[config.mk]
export PLATFORM = sky130hd
export DESIGN_NAME = instr_fetch_flat
export DESIGN_NICKNAME = d
export VERILOG_FILES = /design/src/rtl/instr_fetch_if.sv /design/src/rtl/instr_fetch.sv /design/src/flat_wrapper.sv
export SDC_FILE = /design/constraint.sdc
export NUM_CORES = 1
export LEC_CHECK = 0
export BUFFER_PORTS_ARGS = -buffer_cell sky130_fd_sc_hd__buf_2
export CAP_MARGIN = 20
export CORE_MARGIN = 4
export CORE_UTILIZATION = 45
export DETAILED_ROUTE_END_ITERATION = 8
export GPL_TIMING_DRIVEN = 0
export PLACE_DENSITY = 0.75
export SYNTH_ARGS = -nofsm -noshare
export SYNTH_HDL_FRONTEND = slang
export SYNTH_SLANG_ARGS = --single-unit
[constraint.sdc]
create_clock -name clk -period 3.5 [get_ports clk]
set_clock_uncertainty 0.05 [all_clocks]
set_input_delay 0.7 -clock clk [delete_from_list [all_inputs] [get_ports clk]]
set_output_delay 0.7 -clock clk [all_outputs]
set_load 0.01 [all_outputs]
[src/rtl/instr_fetch_if.sv]
// Fetch-to-decode payload: instruction word and its PC pair.
interface data_fetch_io;
  logic [31:0] instr;
  logic [31:0] pc;
  logic [31:0] pc_plus4;

  // Fetch side drives the payload.
  modport in  (output instr, output pc, output pc_plus4);
  // Decode side consumes it.
  modport out (input instr, input pc, input pc_plus4);
endinterface

[src/rtl/instr_fetch.sv]
// Fetch stage: owns the PC, drives a 2-cycle BRAM and tags each in-flight
// fetch so that stalls freeze the stream and redirects squash wrong-path work.
module instr_fetch #(
  parameter logic [31:0] RESET_PC  = 32'h0000_0000,
  parameter logic [31:0] NOP_INSTR = 32'h0000_0013
) (
  input  logic              clk,
  input  logic              rst,
  input  logic              stall_f,
  input  logic              pc_src_e,
  input  logic [31:0]       pc_target_e,
  output logic              imem_en,
  output logic [31:0]       imem_addr,
  input  logic [31:0]       imem_rdata,
  data_fetch_io.in          data_fetch_if,
  output logic              valid_d,
  output logic [31:0]       fetch_count
);

  localparam int unsigned XLEN = 32;
  localparam logic [XLEN-1:0] PC_STEP = XLEN'(4);

  logic [XLEN-1:0] pc_f;
  logic [XLEN-1:0] pc_1;
  logic [XLEN-1:0] pc_2;
  logic            v_1;
  logic            v_2;

  logic            advance_c;
  logic [XLEN-1:0] target_c;
  logic [XLEN-1:0] pc_out_c;
  logic            unused_target_lsbs;

  // Word-aligned redirect target; the low bits carry no meaning.
  assign target_c           = {pc_target_e[31:2], 2'b00};
  assign unused_target_lsbs = ^pc_target_e[1:0];

  // A redirect overrides a stall; reset freezes the BRAM.
  assign advance_c = ~rst & (~stall_f | pc_src_e);
  assign imem_en   = advance_c;
  assign imem_addr = pc_src_e ? target_c : pc_f;

  // Fetch pipeline: PC plus the tags that travel alongside the BRAM stages.
  always_ff @(posedge clk) begin
    if (rst) begin
      pc_f <= RESET_PC;
      pc_1 <= '0;
      pc_2 <= '0;
      v_1  <= 1'b0;
      v_2  <= 1'b0;
    end else if (advance_c) begin
      pc_1 <= imem_addr;
      v_1  <= 1'b1;
      pc_2 <= pc_1;
      // The fetch in stage 1 is wrong-path when a redirect arrives.
      v_2  <= v_1 & ~pc_src_e;
      pc_f <= imem_addr + PC_STEP;
    end
  end

  // Count instructions that decode actually consumes this cycle.
  always_ff @(posedge clk) begin
    if (rst) begin
      fetch_count <= '0;
    end else if (v_2 & ~stall_f & ~pc_src_e) begin
      fetch_count <= fetch_count + XLEN'(1);
    end
  end

  // Decode-facing view; reset forces a clean bubble immediately.
  assign valid_d                = v_2 & ~rst;
  assign pc_out_c               = rst ? '0 : pc_2;
  assign data_fetch_if.instr    = valid_d ? imem_rdata : NOP_INSTR;
  assign data_fetch_if.pc       = pc_out_c;
  assign data_fetch_if.pc_plus4 = pc_out_c + PC_STEP;

endmodule

[src/flat_wrapper.sv]
// flat-port wrapper written by rule: the top's interface ports become plain ports
module instr_fetch_flat 
#(
  parameter logic [31:0] RESET_PC  = 32'h0000_0000,
  parameter logic [31:0] NOP_INSTR = 32'h0000_0013
)
  (clk, rst, stall_f, pc_src_e, pc_target_e, imem_en, imem_addr, imem_rdata, valid_d, fetch_count, data_fetch_if_instr, data_fetch_if_pc, data_fetch_if_pc_plus4);
  data_fetch_io data_fetch_if_i ();
  input  logic clk;
  input  logic rst;
  input  logic stall_f;
  input  logic pc_src_e;
  input  logic [31:0] pc_target_e;
  output logic imem_en;
  output logic [31:0] imem_addr;
  input  logic [31:0] imem_rdata;
  output logic valid_d;
  output logic [31:0] fetch_count;
  output wire logic [$bits(data_fetch_if_i.instr)-1:0] data_fetch_if_instr;
  output wire logic [$bits(data_fetch_if_i.pc)-1:0] data_fetch_if_pc;
  output wire logic [$bits(data_fetch_if_i.pc_plus4)-1:0] data_fetch_if_pc_plus4;
  assign data_fetch_if_instr = data_fetch_if_i.instr;
  assign data_fetch_if_pc = data_fetch_if_i.pc;
  assign data_fetch_if_pc_plus4 = data_fetch_if_i.pc_plus4;
  instr_fetch #(.RESET_PC(RESET_PC), .NOP_INSTR(NOP_INSTR)) u_core (.clk(clk), .rst(rst), .stall_f(stall_f), .pc_src_e(pc_src_e), .pc_target_e(pc_target_e), .imem_en(imem_en), .imem_addr(imem_addr), .imem_rdata(imem_rdata), .data_fetch_if(data_fetch_if_i), .valid_d(valid_d), .fetch_count(fetch_count));
endmodule
# Yosys cells after proc, flatten, opt, wreduce, memory -nomap -nowiden

Cells that the tools add are included.
W data, S select, Z words.

Register bits after elaboration: 130
Logic and storage cells: 21

Add/sub/neg operators: 3
Multiplexer cells: 3
Bitwise logic cells: 9

Operators by type and width:

| kind                    | number |
|---|---|
| $mux W32                | 3 |
| $add A32 B3 Y32 const B | 2 |
| $add A32 B1 Y32 const B | 1 |
| $and A1 B1 Y1           | 5 |
| $not A1 Y1              | 3 |
| $or A1 B1 Y1            | 1 |

# Depth between registers and ports, before layout

Depth in word-level cells: 3
Depth in mapped cells: 12
Depth with buffers taken out: 7

# Worst setup path after synthesis

Ideal clock, no wire load.

Path kind: input -> register
Start: input port pc_src_e
End: register u_core.pc_f[30]
Library setup time: 117 ps
Arrival time: 3520 ps
Required time: 3333 ps
Slack: -187 ps
Cell stages on the path: 12
Cells stage by stage: buf_6 clkbuf_8 buf_6 buf_2 buf_1 mux2_2 ha_1 nand4b_1 a22oi_1 nand2_1 or4_1 a32o_1

Word-level cells in the longest chain between the ends: 2
Elaborated cells on any way between the ends: 4
Classes of those cells: add/sub (1); mux (1); bitwise (2)

Ends and longest elaborated chain:

| what                 | line               | text |
|---|---|---|
| from (decl)          | flat_wrapper.sv:12 | `input logic pc_src_e;` |
| $mux W32             | instr_fetch.sv:41  | `assign imem_addr = pc_src_e ? target_c : pc_f;` |
| via imem_addr[2]     | flat_wrapper.sv:15 | `output logic [31:0] imem_addr;` |
| $add A32 B3 Y32      | instr_fetch.sv:57  | `pc_f <= imem_addr + PC_STEP;` |
| to (signal assigned) | instr_fetch.sv:57  |  |
| to (decl)            | instr_fetch.sv:23  | `logic [XLEN-1:0] pc_f;` |

The timed path passes the listed nets, and every way through them passes these cells.
A chain may end at the register's enable or synchronous reset.

# Worst setup path after layout

Start: input port rst
End: output port data_fetch_if_pc_plus4[10]

Word-level cells in the longest chain between the ends: 2

Ends and longest elaborated chain:

| what            | line               | text |
|---|---|---|
| from (decl)     | flat_wrapper.sv:10 | `input logic rst;` |
| $mux W32        | instr_fetch.sv:72  | `assign pc_out_c = rst ? '0 : pc_2;` |
| $add A32 B3 Y32 | instr_fetch.sv:75  | `assign data_fetch_if.pc_plus4 = pc_out_c + PC_STEP;` |
| to (decl)       | flat_wrapper.sv:21 | `output wire logic [$bits(data_fetch_if_i.pc_plus4)-1:0] data_fetch_if_pc_plus4;` |

No other way between the ends.

==> impl_metrics.json <==
{
  "dieArea_sq_um": 17700,
  "firstDrtPassIters": 8,
  "dpl.hpwl_mm": 18.4,
  "cp_slowest_cell": "clkbuf_1",
  "multiInputGateArea_sq_um": 4060,
  "die-height_um": 133,
  "timing.final.crit_share": 0.943,
  "synth_cells": 904,
  "dp_slack_ns": -0.849,
  "ys_seq_area_frac": 0.364,
  "cp-end-kind": "output port",
  "avgSynthCellArea_sq_um": 7.80,
  "path_class": "input port to output port",
  "synth_seq_cells": 128,
  "p_leak_nw": 4.05,
  "grt_max_degree": 20,
  "min_path_type": "flop to flop",
  "layout_min_cycle_time_ns": 3.30,
  "postSynthNetCount": 974,
  "r2r-end": "u_core.pc_f[31]",
  "fin_setup_tns_ns": 0,
  "htree_levels": 4,
  "clk_latency_ns": 0.42,
  "cp.required_ns": 2.75,
  "ys_async_sr_fraction": 0,
  "drt_first_iter_violations": 794,
  "layout-drive-gt1-share": 0.256,
  "grt_pass1_vias": 6941,
  "critPathMaxFanout": 10,
  "clk_pin_slew_worst_paths_ns": 0.06,
  "wirelength_mm": 24.2,
  "layout_commonest_cell": "buf_2",
  "cts_sinks": 128,
  "synthesis.area_sq_um": 7050,
  "port_buffers": 227,
  "r2r-start": "u_core.pc_f[6]",
  "hold-path-cell-count": 2,
  "crit_chain": "buf_2, clkbuf_1, clkbuf_2, clkbuf_1, nor2b_1, xor2_1, buf_2",
  "setup_violations": 0,
  "ys.flop_type": "dfxtp_1",
  "tritoncts": "done",
  "reg2reg_depth": 5,
  "globalRouteOverflowTotal": 0,
  "nets": 1218,
  "dieWidth_um": 133,
  "rows": 45,
  "synth-edff-count": 0,
  "endpoint": "data_fetch_if_pc_plus4[10]",
  "cts_buffers": 17,
  "routedWlPerCell_um": 17.6,
  "cts_root_buf": "clkbuf_16",
  "synth_warnings": 0,
  "worst_pin_slew_ns": 1.04,
  "slew_violations": 0,
  "dr_total_vias": 7581,
  "rsz0062_at_grt": "false",
  "ios": 230,
  "synthDistinctLibCells": 58,
  "grt_first_pass_wirelength_mm": 37.4,
  "hold_viol": 0,
  "syn2layout_area_growth_pct": 28.0,
  "start_util": 0.462,
  "seqCellArea_sq_um": 2560,
  "drc": 0,
  "coreArea_sq_um": 15300,
  "utilization": 0.591,
  "critPathArrivalTime_ns": 2.55,
  "clock_path_buffers": 2,
  "ir_drop_mv": 0.306,
  "final_cell_mix": "228 x buf_2, 128 x dfxtp_1, 126 x nand2_1, 100 x nor2_1",
  "critPathLaunch": "rst",
  "power-per-cell-area_nw_per_um2": 419,
  "fillCellCount": 1445,
  "reg2reg_slack_ns": 0.73,
  "antenna_found_initial": 0,
  "start_kind": "input port",
  "place.gp.congestion": 0.959,
  "via_per_inst": 5.53,
  "hold_buffers": 0,
  "grtUsageTotal": 0.264,
  "antenna_cells": 0,
  "setup_ws_ns": 0.199,
  "antenna_left": 0,
  "max-cap-violations": 0,
  "relSlewSlack": 0.306,
  "fmax_mhz": 303,
  "status": "finished clean",
  "cpPeakStageDelay_ns": 0.50
}
-- kinds of logic after synthesis --
logic type,share of synthesized area
compound gates,0.108
flops,0.364
xor+xnor,0.0770
mux,0.0458
buf+inv,0.0614
simple gates,0.341
fa+ha+maj,0.00355
-- registers in the layout, summed over array words and instances, names as in the netlist --
name	flops
u_core.pc_1	32
u_core.v_2	1
u_core.pc_f	30
u_core.v_1	1
u_core.fetch_count	32
u_core.pc_2	32
-- cell usage after synthesis, types with 6 or more instances --
| cell type | number | share of area |
|---|---|---|
| a211oi_1 | 21 | 0.022 |
| a21oi_1 | 37 | 0.026 |
| and2_1 | 36 | 0.032 |
| and3_1 | 11 | 0.0098 |
| and4_1 | 7 | 0.0087 |
| buf_1 | 7 | 0.0037 |
| clkbuf_1 | 41 | 0.022 |
| dfxtp_1 | 128 | 0.36 |
| inv_1 | 36 | 0.019 |
| mux2_2 | 10 | 0.016 |
| mux2i_1 | 21 | 0.030 |
| nand2_1 | 126 | 0.067 |
| nand2b_1 | 7 | 0.0062 |
| nand3_1 | 42 | 0.030 |
| nand3b_1 | 8 | 0.0085 |
| nand4_1 | 25 | 0.022 |
| nand4b_1 | 8 | 0.0099 |
| nor2_1 | 100 | 0.053 |
| nor2b_1 | 35 | 0.031 |
| nor3_1 | 32 | 0.023 |
| nor4_1 | 13 | 0.012 |
| o21ai_0 | 11 | 0.0078 |
| o311ai_0 | 6 | 0.0075 |
| or3_1 | 7 | 0.0062 |
| xnor2_1 | 41 | 0.051 |
| xor2_1 | 21 | 0.026 |
-- per-layer routing --
metal / part of all wire / GRT usage / up-vias
li1: - / - / 3626
met1: 0.41 / 0.345 / 3506
met2: 0.47 / 0.433 / 404
met3: 0.094 / 0.0555 / 45
met4: 0.023 / 0.0909 / 0
met5: 0 / 0 / -
-- repair_timing --
item | CTS | global route
resized for setup | 3 | 4
setup endpoints to repair | 19 | 12
setup buffers | 1 | 0
pin swaps | 1 | 0
-- metrics by stage --
stage                     power, mW  std cells  hold WS, ns  area [sq um]
after detailed placement       2.13       1342        0.392          8460
after floorplan                1.91        904        0.366          7060
final                          3.78       1372        0.398          9020
after global routing           3.91       1372        0.422          9020
after CTS                      3.78       1373        0.398          9020
after global placement         2.13       1342        0.387          8460
-- worst max-delay path: cells and delay by family --
| kind | cells | cell delay, ns |
|---|---|---|
| XOR/XNOR | 1 | 0.20 |
| buffers and inverters | 5 | 1.46 |
| AND/OR/NAND/NOR | 1 | 0.19 |
-- how the worst min path moves through the flow --
stage | startpoint | endpoint | slack, ns
after floorplan | u_core.pc_1[13] | u_core.pc_2[13] | 0.37
after global placement | u_core.pc_2[1] | u_core.pc_2[1] | 0.39
after detailed placement | u_core.pc_2[1] | u_core.pc_2[1] | 0.39
after CTS | u_core.pc_2[1] | u_core.pc_2[1] | 0.40
after global routing | u_core.pc_2[1] | u_core.pc_2[1] | 0.42
final | u_core.pc_2[1] | u_core.pc_2[1] | 0.40
-- cell type report --
class                           instances  area share
Timing Repair Buffer                  228       0.127
Tap cell                              211      0.0293
Buffer                                 56      0.0320
Multi-Input combinational cell        680       0.450
Sequential cell                       128       0.284
Clock buffer                           19      0.0491
Inverter                               37      0.0158
Clock inverter                         13      0.0129
-- where the power goes --
group | switching, mW | internal, mW | total (mW) | leakage [nW]
Sequential | 0.0583 | 1.54 | 1.59 | 1.05
Clock | 0.677 | 0.991 | 1.67 | 0.257
Combinational | 0.324 | 0.195 | 0.519 | 2.75
Total | 1.06 | 2.72 | 3.78 | 4.05
Note: power is estimated with default switching activity, not from simulation.
